## src/rtl/fetch_decode_queue.sv

```systemverilog
// fetch_decode_queue: in-order {pc, instr} buffer between Fetch and Decode, DEPTH entries (optional macro FDQ_BYPASS_EN).
// Latency: 1 cycle push-to-head; 0 cycles through the bypass when FDQ_BYPASS_EN is defined and the queue is empty.
// Backpressure: in_ready drops when full (a same-cycle pop does not free the slot); flush discards all entries.
module fetch_decode_queue #(
    parameter int DEPTH = 4,
    parameter int PTR_W = 2
) (
    input  logic             clk,
    input  logic             reset,
    input  logic             flush,
    input  logic             in_valid,
    output logic             in_ready,
    input  logic [31:0]      in_pc,
    input  logic [31:0]      in_instr,
    input  logic             fetch_complete,
    output logic             out_valid,
    input  logic             out_ready,
    output logic [31:0]      out_pc,
    output logic [31:0]      out_instr,
    output logic [PTR_W:0]   count,
    output logic             drained
);

    localparam logic [PTR_W:0]   FULL_COUNT = (PTR_W + 1)'(DEPTH);
    localparam logic [PTR_W:0]   CNT_ONE    = (PTR_W + 1)'(1);
    localparam logic [PTR_W-1:0] PTR_ONE    = PTR_W'(1);

    logic [31:0]      mem_pc    [DEPTH];
    logic [31:0]      mem_instr [DEPTH];
    logic [PTR_W-1:0] rd_ptr;
    logic [PTR_W-1:0] wr_ptr;
    logic             q_empty;
    logic             q_full;
    logic             bypass_vld;
    logic             bypass_take;
    logic             push;
    logic             pop;

    // Handshake qualification: flush overrides both sides, a bypassed entry is never stored.
    always_comb begin
        q_empty  = (count == '0);
        q_full   = (count == FULL_COUNT);
        in_ready = ~q_full;
`ifdef FDQ_BYPASS_EN
        bypass_vld = q_empty & in_valid & ~flush;
`else
        bypass_vld = 1'b0;
`endif
        bypass_take = bypass_vld & out_ready;
        push        = in_valid & in_ready & ~flush & ~bypass_take;
        pop         = ~q_empty & out_ready & ~flush;
    end

    // Head presentation: bypass path when empty, else storage; zeros whenever nothing is valid.
    always_comb begin
        out_valid = ~q_empty | bypass_vld;
        out_pc    = '0;
        out_instr = '0;
        if (bypass_vld) begin
            out_pc    = in_pc;
            out_instr = in_instr;
        end else if (~q_empty) begin
            out_pc    = mem_pc[rd_ptr];
            out_instr = mem_instr[rd_ptr];
        end
    end

    // Pointers and occupancy; pointers wrap naturally since DEPTH is a power of two.
    always_ff @(posedge clk or posedge reset) begin
        if (reset) begin
            rd_ptr <= '0;
            wr_ptr <= '0;
            count  <= '0;
        end else if (flush) begin
            rd_ptr <= '0;
            wr_ptr <= '0;
            count  <= '0;
        end else begin
            if (push) begin
                wr_ptr <= wr_ptr + PTR_ONE;
            end
            if (pop) begin
                rd_ptr <= rd_ptr + PTR_ONE;
            end
            if (push & ~pop) begin
                count <= count + CNT_ONE;
            end else if (pop & ~push) begin
                count <= count - CNT_ONE;
            end
        end
    end

    // Entry storage; contents are don't-care after reset so no reset is applied.
    always_ff @(posedge clk) begin
        if (push) begin
            mem_pc[wr_ptr]    <= in_pc;
            mem_instr[wr_ptr] <= in_instr;
        end
    end

    // Sticky drained flag: Fetch is done and nothing is held or arriving.
    always_ff @(posedge clk or posedge reset) begin
        if (reset) begin
            drained <= 1'b0;
        end else if (fetch_complete & q_empty & ~push) begin
            drained <= 1'b1;
        end
    end

endmodule

```

## config.mk

```make
export PLATFORM = sky130hd
export DESIGN_NAME = fetch_decode_queue
export DESIGN_NICKNAME = d
export VERILOG_FILES = /design/src/rtl/fetch_decode_queue.sv
export SDC_FILE = /design/constraint.sdc
export NUM_CORES = 1
export LEC_CHECK = 0
export ABC_AREA = 1
export CORE_MARGIN = 8
export CORE_UTILIZATION = 55
export CTS_CLUSTER_SIZE = 8
export DETAILED_ROUTE_END_ITERATION = 6
export PLACE_DENSITY = 0.8
export RECOVER_POWER = 50
export SLEW_MARGIN = 20
export SYNTH_ARGS = -nofsm -noshare
export SYNTH_HDL_FRONTEND = slang
export SYNTH_SLANG_ARGS = --single-unit
```

## constraint.sdc

```tcl
create_clock -name clk -period 5.1 [get_ports clk]
set_clock_uncertainty 0.15 [all_clocks]
set_input_delay 0.51 -clock clk [delete_from_list [all_inputs] [get_ports clk]]
set_output_delay 0.51 -clock clk [all_outputs]
set_load 0.005 [all_outputs]
```

### Word-level counts from Yosys, hierarchy flattened

Memories as Yosys holds them, arrays and structs flattened.
Cells that the tools add are included.

* memories kept: 2
* bits in latches: 0
* RAM bits: 256
* input bits: 70
* register bits after elaboration: 8
* output and inout bits: 70
* ROM bits: 0

Memory list
* mem_instr: words 4, width 32, read ports 1, clocked after memory_dff 0, wr ports 1, line 29 `logic [31:0] mem_instr [DEPTH];`
* mem_pc: words 4, width 32, read ports 1, clocked after memory_dff 0, wr ports 1, line 28 `logic [31:0] mem_pc [DEPTH];`

* multiplexer cells: 11
* shift operators: 0
* eq/ne operators: 1
* add/subtract/negate cells: 4
* multiply operators: 0
* reductions and logical operators: 4
* $lt $le $gt $ge: 0
* bitwise operators: 13
* divide/modulo/power cells: 0

Operators with widths (number)
* $mux 32: 2
* $mux 3: 3
* $and 1x1->1: 8
* $mux 2: 4
* $not 1->1: 5
* $add 2x1->2 const B: 2
* $reduce_bool 2->1: 2
* $add 3x1->3 const B: 1
* $eq 3x3->1 const B: 1
* $logic_not 3->1: 1
* $reduce_bool 3->1: 1
* $sub 3x1->3 const B: 1
* $mux 1: 2

### Logic depth before layout (Yosys ltp)

* depth in word-level cells: 9
* mapped depth: 11
* depth with buffers taken out: 11

### Least setup slack after synthesis

No wires, ideal clock.

* path type: input port to flip-flop
* from: input in_valid
* to: memory mem_instr[0][0] (enable)
* setup slack: 0.959 ns
* stages: 4
* setup time: 0.486 ns
* arrival time: 3.504 ns
* buffers on the path: 0
* cells stage by stage: inv_1 > a21oi_1 > nand2_1 > nor2_1

* longest elaborated chain between the ends: 4

RTL lines
* from (decl): line 11 `input logic in_valid,`
* $and 1x1->1 (2 in series): line 50 `push = in_valid & in_ready & ~flush & ~bypass_take;`
* $mux 1: line 95 `if (push) begin`
* $mux 1 (implied by the code): line 97 `mem_instr[wr_ptr] <= in_instr;`
* to (decl): line 29

Every way passes these cells.

### Worst setup path in the final report

* from: register rd_ptr[0]
* to: output out_pc[8]

* longest elaborated chain between the ends: 2

RTL lines
* from (decl): line 30 `logic [PTR_W-1:0] rd_ptr;`
* from (signal assigned): line 83 `rd_ptr <= rd_ptr + PTR_ONE;`
* $mem_v2 4x32
* $mux 32: line 62 `end else if (~q_empty) begin`
* to (decl): line 18 `output logic [31:0] out_pc,`

Every way passes these cells.

==> report_table.html <==
<table>
<tr><th>Metric</th><th>Value</th></tr>
<tr><th colspan="2">Worst setup path</th></tr>
<tr><td>Worst setup slack for register-to-register paths</td><td>1.52 ns</td></tr>
<tr><td>Critical path fanouts, max</td><td>97</td></tr>
<tr><td>Nature of the critical path endpoint</td><td>output pin</td></tr>
<tr><td>R2R cell count</td><td>4</td></tr>
<tr><td>CP required</td><td>4.44 ns</td></tr>
<tr><td>Maximum cell stage delay along the critical path</td><td>1.00 ns</td></tr>
<tr><td>Worst flop-to-flop path endpoint</td><td>mem_instr[0][19]$_DFFE_PP_</td></tr>
<tr><td>Cells traversed along the worst timing path</td><td>clkinvlp_2 -&gt; buf_12 -&gt; o21ai_0 -&gt; a21oi_1 -&gt; clkdlybuf4s50_1</td></tr>
<tr><td>Cell type of the slowest stage on the worst timing path</td><td>clkinvlp_2</td></tr>
<tr><td>Kind of critical path</td><td>flop to output pin</td></tr>
<tr><td>Launch instance of the worst register-to-register path</td><td>count[2]$_DFFE_PP0P_</td></tr>
<tr><td>Critical Path AT</td><td>3.69 ns</td></tr>
<tr><td>CP Launch Type</td><td>flop</td></tr>
<tr><th colspan="2">Drt</th></tr>
<tr><td>Total via count after detailed routing</td><td>6670</td></tr>
<tr><td>Post-DRT Antenna Nets</td><td>0</td></tr>
<tr><td>Initial DRC count</td><td>549</td></tr>
<tr><td>Iteration count of the initial detailed-routing pass</td><td>5</td></tr>
<tr><td>Remaining DRCs</td><td>0</td></tr>
<tr><td>Routed wire length</td><td>22.6 mm</td></tr>
<tr><td>Wire length per cell</td><td>18.7 um</td></tr>
<tr><td>Avg Vias per Cell</td><td>5.53</td></tr>
<tr><th colspan="2">Clock tree</th></tr>
<tr><td>Number of sinks driven by the clock tree</td><td>264</td></tr>
<tr><td>Clock tree from TritonCTS</td><td>built</td></tr>
<tr><td>Clock latency on the worst-skew pair</td><td>0.49 ns</td></tr>
<tr><td>H-tree level count</td><td>2</td></tr>
<tr><td>Clock edge transition at the registers on the reported setup and hold paths</td><td>0.05 ns</td></tr>
<tr><td>CTS root buf</td><td>clkbuf_16</td></tr>
<tr><td>Number of buffers created by CTS</td><td>38</td></tr>
<tr><td>Clock buffer depth</td><td>3</td></tr>
<tr><td>Resize count post-CTS</td><td>0</td></tr>
<tr><td>Post-CTS Setup Inserts</td><td>0</td></tr>
<tr><td>CTS hold repair buffers</td><td>0</td></tr>
<tr><th colspan="2">Flow run</th></tr>
<tr><td>Total of max-cap violations</td><td>3</td></tr>
<tr><th colspan="2">Global route</th></tr>
<tr><td>Total global-route track usage</td><td>19.0%</td></tr>
<tr><td>Antenna violations before repair</td><td>2</td></tr>
<tr><td>Global-route congestion overflow total</td><td>0</td></tr>
<tr><td>Maximum number of pins on one net before global-route repair</td><td>99</td></tr>
<tr><td>Number of global-route vias before repair</td><td>6890</td></tr>
<tr><td>Global-route wire length before repair</td><td>35.7 mm</td></tr>
<tr><th colspan="2">Power and ir drop</th></tr>
<tr><td>Static Leak</td><td>0.00446 uW</td></tr>
<tr><td>Internal cell power</td><td>4800 uW</td></tr>
<tr><td>Fraction of power spent switching nets</td><td>28.8%</td></tr>
<tr><td>Switching Power</td><td>1940 uW</td></tr>
<tr><td>Combinational share of power</td><td>29.6%</td></tr>
<tr><td>Final Total Pwr</td><td>6740 uW</td></tr>
<tr><td>Sequential group share of total power</td><td>38.5%</td></tr>
<tr><td>Peak ir drop on the vdd network</td><td>309 uV</td></tr>
<tr><td>Part of the total power dissipated in the clock network</td><td>31.9%</td></tr>
<tr><td>Power density relative to cell area</td><td>520 nW/um2</td></tr>
<tr><th colspan="2">Outcome</th></tr>
<tr><td>Outcome</td><td>finished with violations</td></tr>
<tr><td>Failing checks</td><td>capacitance limit, slew limit</td></tr>
<tr><th colspan="2">Synth</th></tr>
<tr><td>Total number of yosys warnings</td><td>0</td></tr>
<tr><td>Total of flip-flops plus latches after synthesis</td><td>264</td></tr>
<tr><td>Cell types occupying the most area after synthesis</td><td>edfxtp_1 74%, nor2_1 9.4%, o21ai_0 6.1%</td></tr>
<tr><td>Synthesized-area fraction occupied by xor and xnor cells</td><td>0.0840%</td></tr>
<tr><td>Gate count of the mapped netlist</td><td>826</td></tr>
<tr><td>Syn Nets</td><td>901</td></tr>
<tr><td>Multiplexer share of the synthesized area</td><td>0%</td></tr>
<tr><td>Synth unique cells</td><td>22</td></tr>
<tr><td>Dominant cell by count in the synthesized netlist</td><td>nor2_1</td></tr>
<tr><td>Post-synth EDFFs</td><td>256</td></tr>
<tr><td>Avg Cell Area, Syn</td><td>12.6 um2</td></tr>
<tr><td>Cell Area, Synth</td><td>10400 um2</td></tr>
<tr><td>Dominant register cell in the synthesized netlist</td><td>edfxtp_1</td></tr>
<tr><td>Post-synthesis share of cell area spent on and, or, nand and nor gates</td><td>10.5%</td></tr>
<tr><td>Share of synthesized cell area in full adder, half adder and majority cells</td><td>0.672%</td></tr>
<tr><td>Dominant combinational cell family by area after synthesis</td><td>simple AND/OR/NAND/NOR gates</td></tr>
<tr><td>Most numerous cell types in the synthesized netlist</td><td>262 x nor2_1, 256 x edfxtp_1, 128 x o21ai_0, 68 x a21oi_1, 22 x nand2_1</td></tr>
<tr><td>Share of the synthesized area in compound gates (AO/OA/AOI/OAI)</td><td>9.68%</td></tr>
<tr><td>Fraction of synthesis flops using an asynchronous set or reset pin</td><td>3.03%</td></tr>
<tr><td>Share of the synthesized area in the top cell type</td><td>73.7%</td></tr>
<tr><td>Leading area contributor after synthesis</td><td>edfxtp_1</td></tr>
<tr><td>Sequential share of the synthesized area</td><td>75.6%</td></tr>
<tr><th colspan="2">Die</th></tr>
<tr><td>Initial core utilization</td><td>55.9%</td></tr>
<tr><td>Die Wd</td><td>154 um</td></tr>
<tr><td>Placement Rows</td><td>50</td></tr>
<tr><td>Die Outline Area</td><td>23600 um2</td></tr>
<tr><td>Die H</td><td>154 um</td></tr>
<tr><td>Area of the core</td><td>18600 um2</td></tr>
<tr><td># IOs</td><td>140</td></tr>
<tr><th colspan="2">Placed design</th></tr>
<tr><td>GPL Wtd Cong</td><td>0.772</td></tr>
<tr><td>Count of input and output buffers</td><td>139</td></tr>
<tr><td>Post-detail-place hpwl</td><td>12.4 mm</td></tr>
<tr><th colspan="2">Timing</th></tr>
<tr><td>Total setup violations reported at the end of the flow</td><td>0</td></tr>
<tr><td>Final setup TNS</td><td>0 ns</td></tr>
<tr><td>Crit share post-route</td><td>85.2%</td></tr>
<tr><td>Unrepaired setup endpoints after global routing</td><td>no</td></tr>
<tr><td>Relative slew slack</td><td>-52.6%</td></tr>
<tr><td>Hold Vio Cnt, Final</td><td>0</td></tr>
<tr><td>Max-slew violation total from the final report</td><td>110</td></tr>
<tr><td>Achievable Freq</td><td>230 MHz</td></tr>
<tr><td>Slew at the pin with the worst max-slew slack</td><td>2.28 ns</td></tr>
<tr><td>Shortest period the worst path allows</td><td>4.35 ns</td></tr>
<tr><th colspan="2">Final layout</th></tr>
<tr><td>Share of post-route cells with drive strength above 1</td><td>5.77%</td></tr>
<tr><td>Fill cells</td><td>1262</td></tr>
<tr><td>Syn-to-layout area delta</td><td>24.3%</td></tr>
<tr><td>Final nets</td><td>1040</td></tr>
<tr><th colspan="2">Worst hold path</th></tr>
<tr><td>Hold crit path type</td><td>input pin to async pin</td></tr>
</table>
power groups by stage:
stage	Combinational, uW	Clock (uW)	Sequential (uW)
after floorplan	1000	0	2620
after global placement	2010	0	2630
after detailed placement	2040	0	2640
after CTS	2060	2180	2600
after global routing	2200	2260	2610
final	2000	2150	2600
cell usage in the layout (no fill, tap or decap), drive strengths merged, types with 2 or more instances in the layout:
cell,count
nor2,263
edfxtp,256
o21ai,132
dlygate4sd3,72
a21oi,68
clkdlybuf4s50,67
clkbuf,45
nand2,23
inv,18
buf,9
dfrtp,8
ha,4
diode,2
metal layers:
| metal | up-vias | part of all wire, % | GRT usage, % | wire length, um |
|---|---|---|---|---|
| li1 | 3172 | - | - | - |
| met1 | 3230 | 39 | 22.0 | 8810 |
| met3 | 34 | 6.7 | 4.34 | 1520 |
| met5 | - | 0 | 0 | 0 |
| met2 | 234 | 52 | 34.2 | 11800 |
| met4 | 0 | 1.9 | 6.53 | 419 |
how the worst max path moves through the flow:
stage,slack (ns),end,cells past startpoint,startpoint
2_1_floorplan,0.96,mem_instr[0][0]$_DFFE_PP_,4,in_valid
3_3_place_gp,1.78,out_pc[15],6,rd_ptr[0]$_DFFE_PP0P_
3_5_place_dp,1.73,out_pc[17],6,rd_ptr[0]$_DFFE_PP0P_
4_1_cts,1.21,out_pc[17],6,rd_ptr[0]$_DFFE_PP0P_
5_1_grt,0.52,out_pc[2],5,rd_ptr[0]$_DFFE_PP0P_
6_report,0.75,out_pc[8],5,rd_ptr[0]$_DFFE_PP0P_
per-stage QoR:
stage | hold slack [ns] | utilization [%] | instance area [um2] | instances | setup WS, ns
2_1_floorplan | 0.176 | - | 10400 | 826 | 0.959
5_1_grt | 0.287 | 69.5 | 13000 | 1207 | 0.515
4_1_cts | 0.114 | 69.6 | 13000 | 1205 | 1.21
3_3_place_gp | 0.304 | 64.2 | 12000 | 1159 | 1.78
6_report | 0.256 | 69.5 | 13000 | 1207 | 0.753
3_5_place_dp | 0.318 | 64.2 | 12000 | 1159 | 1.73
sequential cells by signal (all words and copies together), names as in the netlist:
register / flops
drained: 1
mem_instr: 128
mem_pc: 128
count: 3
rd_ptr: 2
wr_ptr: 2
layout make-up:
type | instances | area (um2) | area share (%)
Timing Repair Buffer | 148 | 1500 | 11.5
Tap cell | 234 | 293 | 2.26
Clock buffer | 45 | 998 | 7.70
Clock inverter | 1 | 8.76 | 0.0676
Inverter | 18 | 68.8 | 0.531
Sequential cell | 264 | 7890 | 60.9
Antenna cell | 2 | 5.00 | 0.0386
Multi-Input combinational cell | 495 | 2200 | 17.0
cell families after synthesis:
family,Yosys count
compound gates,201
xor+xnor,1
fa+ha+maj,5
buf+inv,67
flops,264
simple gates,288
worst max-delay path: cells and delay by family, from the launching register on:
family          cells  cell delay, ns
compound gates      2            0.39
buf+inv             3            2.09
flops               1            0.65
Power figures use the tool's default switching activity.
